<file path="config.mk">
export PLATFORM = sky130hd
export DESIGN_NAME = mc_main_control
export DESIGN_NICKNAME = d
export VERILOG_FILES = /design/src/rtl/mc_main_control.sv
export SDC_FILE = /design/constraint.sdc
export NUM_CORES = 1
export LEC_CHECK = 0
export CAP_MARGIN = 20
export CORE_ASPECT_RATIO = 1.2
export CORE_MARGIN = 2
export CORE_UTILIZATION = 31
export DETAILED_ROUTE_END_ITERATION = 8
export PLACE_DENSITY = 0.65
export SYNTH_ARGS = -nofsm -noshare
export SYNTH_HDL_FRONTEND = slang
export SYNTH_SLANG_ARGS = --single-unit
</file>
<file path="constraint.sdc">
create_clock -name CLK -period 3.1 [get_ports CLK]
set_input_delay 0.93 -clock CLK [delete_from_list [all_inputs] [get_ports CLK]]
set_output_delay 0.93 -clock CLK [all_outputs]
set_load 0.02 [all_outputs]
</file>
<file path="src/rtl/mc_main_control.sv">
// Multi-cycle main control FSM for the MIPS core: sequences fetch/decode/execute/memory/writeback
// and drives every datapath select and enable, trapping on overflow or an undefined instruction.
module mc_main_control #(
    parameter bit OVF_TRAP = 1'b1,
    parameter int ALU_CW   = 4
) (
    input  logic              CLK,
    input  logic              RST,
    input  logic [5:0]        OPCODE,
    input  logic [5:0]        FUNCT,
    input  logic              ZF_OUT,
    input  logic              OF_OUT,
    output logic              PC_WRITE,
    output logic [1:0]        PC_SRC,
    output logic              IR_WRITE,
    output logic              MEM_READ,
    output logic              MEM_WRITE,
    output logic              I_OR_D,
    output logic              EPC_WRITE,
    output logic              REG_WS,
    output logic [1:0]        Reg_Dest,
    output logic [2:0]        MEMtoREG,
    output logic [2:0]        REG_DATA_SEL,
    output logic              ALU_SEL1,
    output logic [2:0]        ALU_SEL2,
    output logic              SIGNEXT_SEL,
    output logic [ALU_CW-1:0] ALU_CONTROL,
    output logic              CAUSE_SEL,
    output logic              CAUSE_EN
);

    typedef enum logic [3:0] {
        S_IDLE, S_FETCH, S_DECODE, S_R_EXEC, S_I_EXEC, S_MEM_ADDR,
        S_MEM_RD, S_MEM_WB, S_MEM_WR, S_BRANCH, S_EXCEPT
    } state_e;

    localparam logic [5:0] OP_RTYPE = 6'b000000, OP_J    = 6'b000010, OP_JAL  = 6'b000011;
    localparam logic [5:0] OP_BEQ   = 6'b000100, OP_BNE  = 6'b000101;
    localparam logic [5:0] OP_ADDI  = 6'b001000, OP_ADDIU = 6'b001001, OP_SLTI = 6'b001010;
    localparam logic [5:0] OP_ANDI  = 6'b001100, OP_ORI  = 6'b001101, OP_XORI = 6'b001110;
    localparam logic [5:0] OP_LB    = 6'b100000, OP_LH   = 6'b100001, OP_LW   = 6'b100011;
    localparam logic [5:0] OP_LBU   = 6'b100100, OP_LHU  = 6'b100101, OP_SW   = 6'b101011;

    localparam logic [5:0] FN_SLL = 6'b000000, FN_SRL  = 6'b000010, FN_JR   = 6'b001000;
    localparam logic [5:0] FN_ADD = 6'b100000, FN_ADDU = 6'b100001, FN_SUB  = 6'b100010;
    localparam logic [5:0] FN_SUBU = 6'b100011, FN_AND = 6'b100100, FN_OR   = 6'b100101;
    localparam logic [5:0] FN_XOR = 6'b100110, FN_NOR  = 6'b100111, FN_SLT  = 6'b101010;

    localparam logic [ALU_CW-1:0] ALU_AND = ALU_CW'(4'b0000);
    localparam logic [ALU_CW-1:0] ALU_OR  = ALU_CW'(4'b0001);
    localparam logic [ALU_CW-1:0] ALU_ADD = ALU_CW'(4'b0010);
    localparam logic [ALU_CW-1:0] ALU_XOR = ALU_CW'(4'b0011);
    localparam logic [ALU_CW-1:0] ALU_SUB = ALU_CW'(4'b0110);
    localparam logic [ALU_CW-1:0] ALU_SLT = ALU_CW'(4'b0111);
    localparam logic [ALU_CW-1:0] ALU_SLL = ALU_CW'(4'b1000);
    localparam logic [ALU_CW-1:0] ALU_SRL = ALU_CW'(4'b1001);
    localparam logic [ALU_CW-1:0] ALU_NOR = ALU_CW'(4'b1100);

    state_e state_q, state_d;
    logic   cause_q, cause_d;
    logic   r_known;
    logic   r_ovf_trap;
    logic   i_ovf_trap;
    logic   [ALU_CW-1:0] r_alu_op;
    logic   [ALU_CW-1:0] i_alu_op;

    // NOTE: sequential state uses non-blocking assignments so every register samples pre-edge values.
    always_ff @(posedge CLK or negedge RST) begin
        if (!RST) begin
            state_q <= S_IDLE;
            cause_q <= 1'b0;
        end else begin
            state_q <= state_d;
            cause_q <= cause_d;
        end
    end

    always_comb begin
        r_known  = 1'b1;
        r_alu_op = ALU_ADD;
        unique case (FUNCT)
            FN_ADD, FN_ADDU: r_alu_op = ALU_ADD;
            FN_SUB, FN_SUBU: r_alu_op = ALU_SUB;
            FN_AND:          r_alu_op = ALU_AND;
            FN_OR:           r_alu_op = ALU_OR;
            FN_XOR:          r_alu_op = ALU_XOR;
            FN_NOR:          r_alu_op = ALU_NOR;
            FN_SLT:          r_alu_op = ALU_SLT;
            FN_SLL:          r_alu_op = ALU_SLL;
            FN_SRL:          r_alu_op = ALU_SRL;
            FN_JR:           r_alu_op = ALU_ADD;
            default:         r_known  = 1'b0;
        endcase

        unique case (OPCODE)
            OP_ANDI: i_alu_op = ALU_AND;
            OP_ORI:  i_alu_op = ALU_OR;
            OP_XORI: i_alu_op = ALU_XOR;
            OP_SLTI: i_alu_op = ALU_SLT;
            default: i_alu_op = ALU_ADD;
        endcase

        // Only the signed forms trap; the unsigned variants always wrap.
        r_ovf_trap = OVF_TRAP && OF_OUT && (FUNCT == FN_ADD || FUNCT == FN_SUB);
        i_ovf_trap = OVF_TRAP && OF_OUT && (OPCODE == OP_ADDI);
    end

    always_comb begin
        // NOTE: every output and next-state gets a default first, so no path can infer a latch.
        state_d      = state_q;
        cause_d      = cause_q;
        PC_WRITE     = 1'b0;
        PC_SRC       = 2'd0;
        IR_WRITE     = 1'b0;
        MEM_READ     = 1'b0;
        MEM_WRITE    = 1'b0;
        I_OR_D       = 1'b0;
        EPC_WRITE    = 1'b0;
        REG_WS       = 1'b0;
        Reg_Dest     = 2'd0;
        MEMtoREG     = 3'd0;
        REG_DATA_SEL = 3'd0;
        ALU_SEL1     = 1'b0;
        ALU_SEL2     = 3'd0;
        SIGNEXT_SEL  = 1'b0;
        ALU_CONTROL  = '0;
        CAUSE_SEL    = 1'b0;
        CAUSE_EN     = 1'b0;

        unique case (state_q)
            S_IDLE: state_d = S_FETCH;

            S_FETCH: begin
                MEM_READ    = 1'b1;
                IR_WRITE    = 1'b1;
                ALU_SEL2    = 3'd1;
                ALU_CONTROL = ALU_ADD;
                PC_WRITE    = 1'b1;
                state_d     = S_DECODE;
            end

            S_DECODE: begin
                // Branch target PC+(imm<<2) is computed speculatively into ALU_REG_OUT.
                ALU_SEL2    = 3'd3;
                ALU_CONTROL = ALU_ADD;
                unique case (OPCODE)
                    OP_J: begin
                        PC_WRITE = 1'b1;
                        PC_SRC   = 2'd2;
                        state_d  = S_FETCH;
                    end
                    OP_JAL: begin
                        PC_WRITE = 1'b1;
                        PC_SRC   = 2'd2;
                        REG_WS   = 1'b1;
                        Reg_Dest = 2'd2;
                        MEMtoREG = 3'd5;
                        state_d  = S_FETCH;
                    end
                    OP_RTYPE: begin
                        if (r_known) begin
                            state_d = S_R_EXEC;
                        end else begin
                            state_d = S_EXCEPT;
                            cause_d = 1'b0;
                        end
                    end
                    OP_LW, OP_LB, OP_LBU, OP_LH, OP_LHU, OP_SW: state_d = S_MEM_ADDR;
                    OP_BEQ, OP_BNE: state_d = S_BRANCH;
                    OP_ADDI, OP_ADDIU, OP_ANDI, OP_ORI, OP_XORI, OP_SLTI: state_d = S_I_EXEC;
                    default: begin
                        state_d = S_EXCEPT;
                        cause_d = 1'b0;
                    end
                endcase
            end

            S_R_EXEC: begin
                ALU_SEL1 = 1'b1;
                state_d  = S_FETCH;
                if (FUNCT == FN_JR) begin
                    ALU_SEL2    = 3'd4;
                    ALU_CONTROL = ALU_ADD;
                    PC_WRITE    = 1'b1;
                end else begin
                    ALU_CONTROL = r_alu_op;
                    if (r_ovf_trap) begin
                        state_d = S_EXCEPT;
                        cause_d = 1'b1;
                    end else begin
                        REG_WS   = 1'b1;
                        Reg_Dest = 2'd1;
                    end
                end
            end

            S_I_EXEC: begin
                ALU_SEL1    = 1'b1;
                ALU_SEL2    = 3'd2;
                ALU_CONTROL = i_alu_op;
                SIGNEXT_SEL = (OPCODE == OP_ANDI) || (OPCODE == OP_ORI) || (OPCODE == OP_XORI);
                state_d     = S_FETCH;
                if (i_ovf_trap) begin
                    state_d = S_EXCEPT;
                    cause_d = 1'b1;
                end else begin
                    REG_WS = 1'b1;
                end
            end

            S_MEM_ADDR: begin
                ALU_SEL1    = 1'b1;
                ALU_SEL2    = 3'd2;
                ALU_CONTROL = ALU_ADD;
                state_d     = (OPCODE == OP_SW) ? S_MEM_WR : S_MEM_RD;
            end

            S_MEM_RD: begin
                I_OR_D   = 1'b1;
                MEM_READ = 1'b1;
                state_d  = S_MEM_WB;
            end

            S_MEM_WB: begin
                REG_WS   = 1'b1;
                MEMtoREG = 3'd4;
                unique case (OPCODE)
                    OP_LBU:  REG_DATA_SEL = 3'd1;
                    OP_LB:   REG_DATA_SEL = 3'd2;
                    OP_LHU:  REG_DATA_SEL = 3'd3;
                    OP_LH:   REG_DATA_SEL = 3'd4;
                    default: REG_DATA_SEL = 3'd0;
                endcase
                state_d = S_FETCH;
            end

            S_MEM_WR: begin
                I_OR_D    = 1'b1;
                MEM_WRITE = 1'b1;
                state_d   = S_FETCH;
            end

            S_BRANCH: begin
                ALU_SEL1    = 1'b1;
                ALU_CONTROL = ALU_SUB;
                PC_WRITE    = (OPCODE == OP_BNE) ? !ZF_OUT : ZF_OUT;
                PC_SRC      = 2'd1;
                state_d     = S_FETCH;
            end

            S_EXCEPT: begin
                // PC already advanced by 4 in FETCH, so EPC gets PC-4 = faulting instruction.
                CAUSE_EN    = 1'b1;
                CAUSE_SEL   = cause_q;
                EPC_WRITE   = 1'b1;
                ALU_SEL2    = 3'd1;
                ALU_CONTROL = ALU_SUB;
                PC_WRITE    = 1'b1;
                PC_SRC      = 2'd3;
                state_d     = S_FETCH;
            end

            default: state_d = S_IDLE;
        endcase
    end

endmodule

</file>
==> impl_results.md <==
- Final WL: 4610 µm
- Synthesized net count: 180
- Asr flop ratio synth: 100%
- Post-synthesis register bit count: 5
- Worst Min Path Start: cause_q
- Gr ovfl total: 0
- Yosys warnings: 0
- Max VDD drop: 0.000291 V
- Clk sinks: 5
- IO Port Bufs: 42
- All-layer global routing usage: 22.6%
- Max incr delay on CP: 0.39 ns
- IO Pins: 44
- Hold Slack: 0.530 ns
- Hold Path Depth: 1
- Yosys top cell area share: 11.1%
- R2r setup slk: 1.43 ns
- Tmin final: 3.23 ns
- Final worst slack: -0.127 ns
- Starting density of the core: 33.1%
- Hold Path Class: reg -> reg
- Most frequent cells in the layout: buf_4 (47), nor2_1 (15), buf_6 (13)
- Vias: 1,568
- CTS tree: done
- Clock share of power: 10.5%
- Fraction of layout cells with a size suffix above 1: 45.0%
- Clk_skew: 0.00135 ns
- Largest net degree at the start of global routing: 15
- Initial antenna violation count: 0
- TritonRoute pass-1 iters: 8
- Vias in the first global route: 1,588
- Failing checks: DRC, setup timing
- Die Wd: 59.0 µm
- Gate Count Post-Synth: 164
- Via-per-instance ratio: 5.62
- ANT nets after route: 0
- Global-route wire length before repair: 7420 µm
- CTS Root Cell: clkbuf_8
- Most common cell after layout, fill and taps aside: buf_4
- Sequential share of the synthesized area: 11.1%
- Final Slew Violations: 0
- Clock latency on the worst-skew pair: 0.22 ns
- Post-Syn Area: 1120 µm²
- FP Rows: 23
- Residual DRC: 1
- Multi-input gate area: 997 µm²
- PwrDens: 587 nW/µm²
- Post-synthesis cell type count: 55
- Avg WL per Cell: 16.5 µm
- Seq pwr share: 8.8%
- F_max: 310 MHz
- Logic gate share of total power: 80.7%
- Violation count after the first detailed-routing iteration: 85
- Final Cycle Share: 104%
- Number of synthesized flops with an enable pin: 0
- Crit-path max FO: 2
- CP startpoint kind: input pin
- WS Path Type: in -> out
- # hold bufs at CTS: 0
- Die Y: 70.0 µm
- Crit-path cells: buf_8, or2_4, or3_4, o21bai_4, or3b_4, buf_6
- Net Sw Frac: 47.5%
- Total core area: 3400 µm²
- Worst r2r path cells: 5
- CTS Buffer Depth: 2
- Final Hold Fails: 0
- Leakage: 0.915 nW
- Crit path max-delay cell type: or3b_4
- Total Die Area: 4120 µm²
- RSZ-0062 raised after global routing: yes
- Area leader, netlist: dfrtp_1
- Setup violators final: 2
- Hold Crit Endpoint: cause_q
- Final nets: 259
- Crit path DAT: 2.30 ns
- # fillers: 311
- Worst reg2reg startpoint: state_q[1]
- Crit end category: primary output
- Largest cells by area after synthesis: dfrtp_1 (11%), nor2_1 (6.7%), nor3_1 (5.3%)
- Num CTS Buffers: 3
- Synthesis-to-finish area growth: 77.7%
- Net Switching: 0.556 mW
- TNS Setup: -0.191 ns
- Status: finished, violations left
- Internal power: 0.616 mW
- Average size of a mapped cell: 6.85 µm²
- Worst r2r dst: state_q[0]
- N_diodes: 0
- CP required: 2.17 ns
- Hpwl dp: 3360 µm
- Placer Congestion: 0.889
- Clk slew on worst S/H paths: 0.03 ns
- FF/Latch Area: 125 µm²
- Htree depth: 1
- Main flop type after synthesis: dfrtp_1
- Max cap viols: 0
stage by stage:
| stage | cell area, µm² | utilization, % | worst slack (ns) | cells | total power [mW] |
|---|---|---|---|---|---|
| 4_1_cts | 1950 | 57.3 | -0.129 | 278 | 1.15 |
| 3_5_place_dp | 1860 | 54.7 | -0.940 | 271 | 1.01 |
| 2_1_floorplan | 1150 | - | -0.0425 | 164 | 0.655 |
| 5_1_grt | 2000 | 58.8 | -0.157 | 279 | 1.24 |
| 3_3_place_gp | 1860 | 54.7 | -0.915 | 271 | 1.01 |
| 6_report | 2000 | 58.8 | -0.127 | 279 | 1.17 |
cell usage after synthesis (all sizes together), types with 2 or more instances:
cell and instances:
a31oi 3, nand2 9, nand4 2, nand2b 10, o32ai 2, dfrtp 5, clkbuf 11, inv 3
o21bai 2, nor2b 6, nor2 20, o211ai 4, buf 8, a211oi 2, and2 2, o21ai 9
a221oi 2, a21oi 9, or2 5, mux2 2, nor3b 3, nand4b 4, nor3 14, nand3 2
or3 4, xor2 2, a22o 2
power by group through the flow:
stage	Clock, mW	Sequential [mW]	Combinational (mW)
floorplan	0	0.107	0.548
global placement	0	0.103	0.903
detailed placement	0	0.104	0.908
CTS	0.125	0.104	0.916
global route	0.130	0.107	1.01
finish	0.122	0.104	0.946
logic make-up (layout without fill, tap and decap cells):
| family | after synthesis | after routing | synth area share, % |
|---|---|---|---|
| and+or+nand+nor | 85 | 85 | 43.8 |
| xor gates and xnor gates | 3 | 3 | 2.34 |
| other | 1 | 1 | 0.334 |
| AOI/OAI and AO/OA | 45 | 45 | 29.2 |
| DFF | 5 | 5 | 11.1 |
| muxes | 3 | 3 | 2.90 |
| buffers and inverters | 22 | 100 | 10.4 |
metal layers:
metal	routed length [µm]	vias to the layer above	GRT usage, %
met3	265	19	2.78
met4	189	0	10.1
met2	2260	78	36.8
met5	0	-	0
li1	-	752	-
met1	1900	719	28.9
layout make-up:
cell class | count | area share [%]
Inverter | 3 | 0.564
Multi-Input combinational cell | 137 | 49.9
Sequential cell | 5 | 6.27
Clock buffer | 4 | 2.26
Tap cell | 37 | 2.32
Timing Repair Buffer | 93 | 38.7
worst max-delay path, delay by kind of cell:
kind,cells,cell delay (ns)
AOI/OAI and AO/OA,1,0.13
buffers and inverters,2,0.24
and+or+nand+nor,3,0.99
state kept, by name, summed over array words and instances (netlist names):
signal and flops:
state_q 4, cause_q 1
how the worst max path moves through the flow:
stage / from / end / slack [ns] / cells past startpoint
4_1_cts: OPCODE[2] / REG_WS / -0.13 / 6
3_5_place_dp: OPCODE[2] / REG_WS / -0.94 / 6
2_1_floorplan: OPCODE[5] / REG_WS / -0.04 / 5
5_1_grt: OPCODE[2] / REG_WS / -0.16 / 6
6_report: OPCODE[2] / REG_WS / -0.13 / 6
3_3_place_gp: OPCODE[2] / REG_WS / -0.92 / 6
repair_timing:
action | 4_1_cts | 5_1_grt
setup buffers | 3 | 2
gates resized for setup | 116 | 32
endpoints found under the setup margin | 17 | 18
pin swaps | 13 | 18
hold endpoints to repair | 0 | 0
Power figures use the tool's default switching activity.
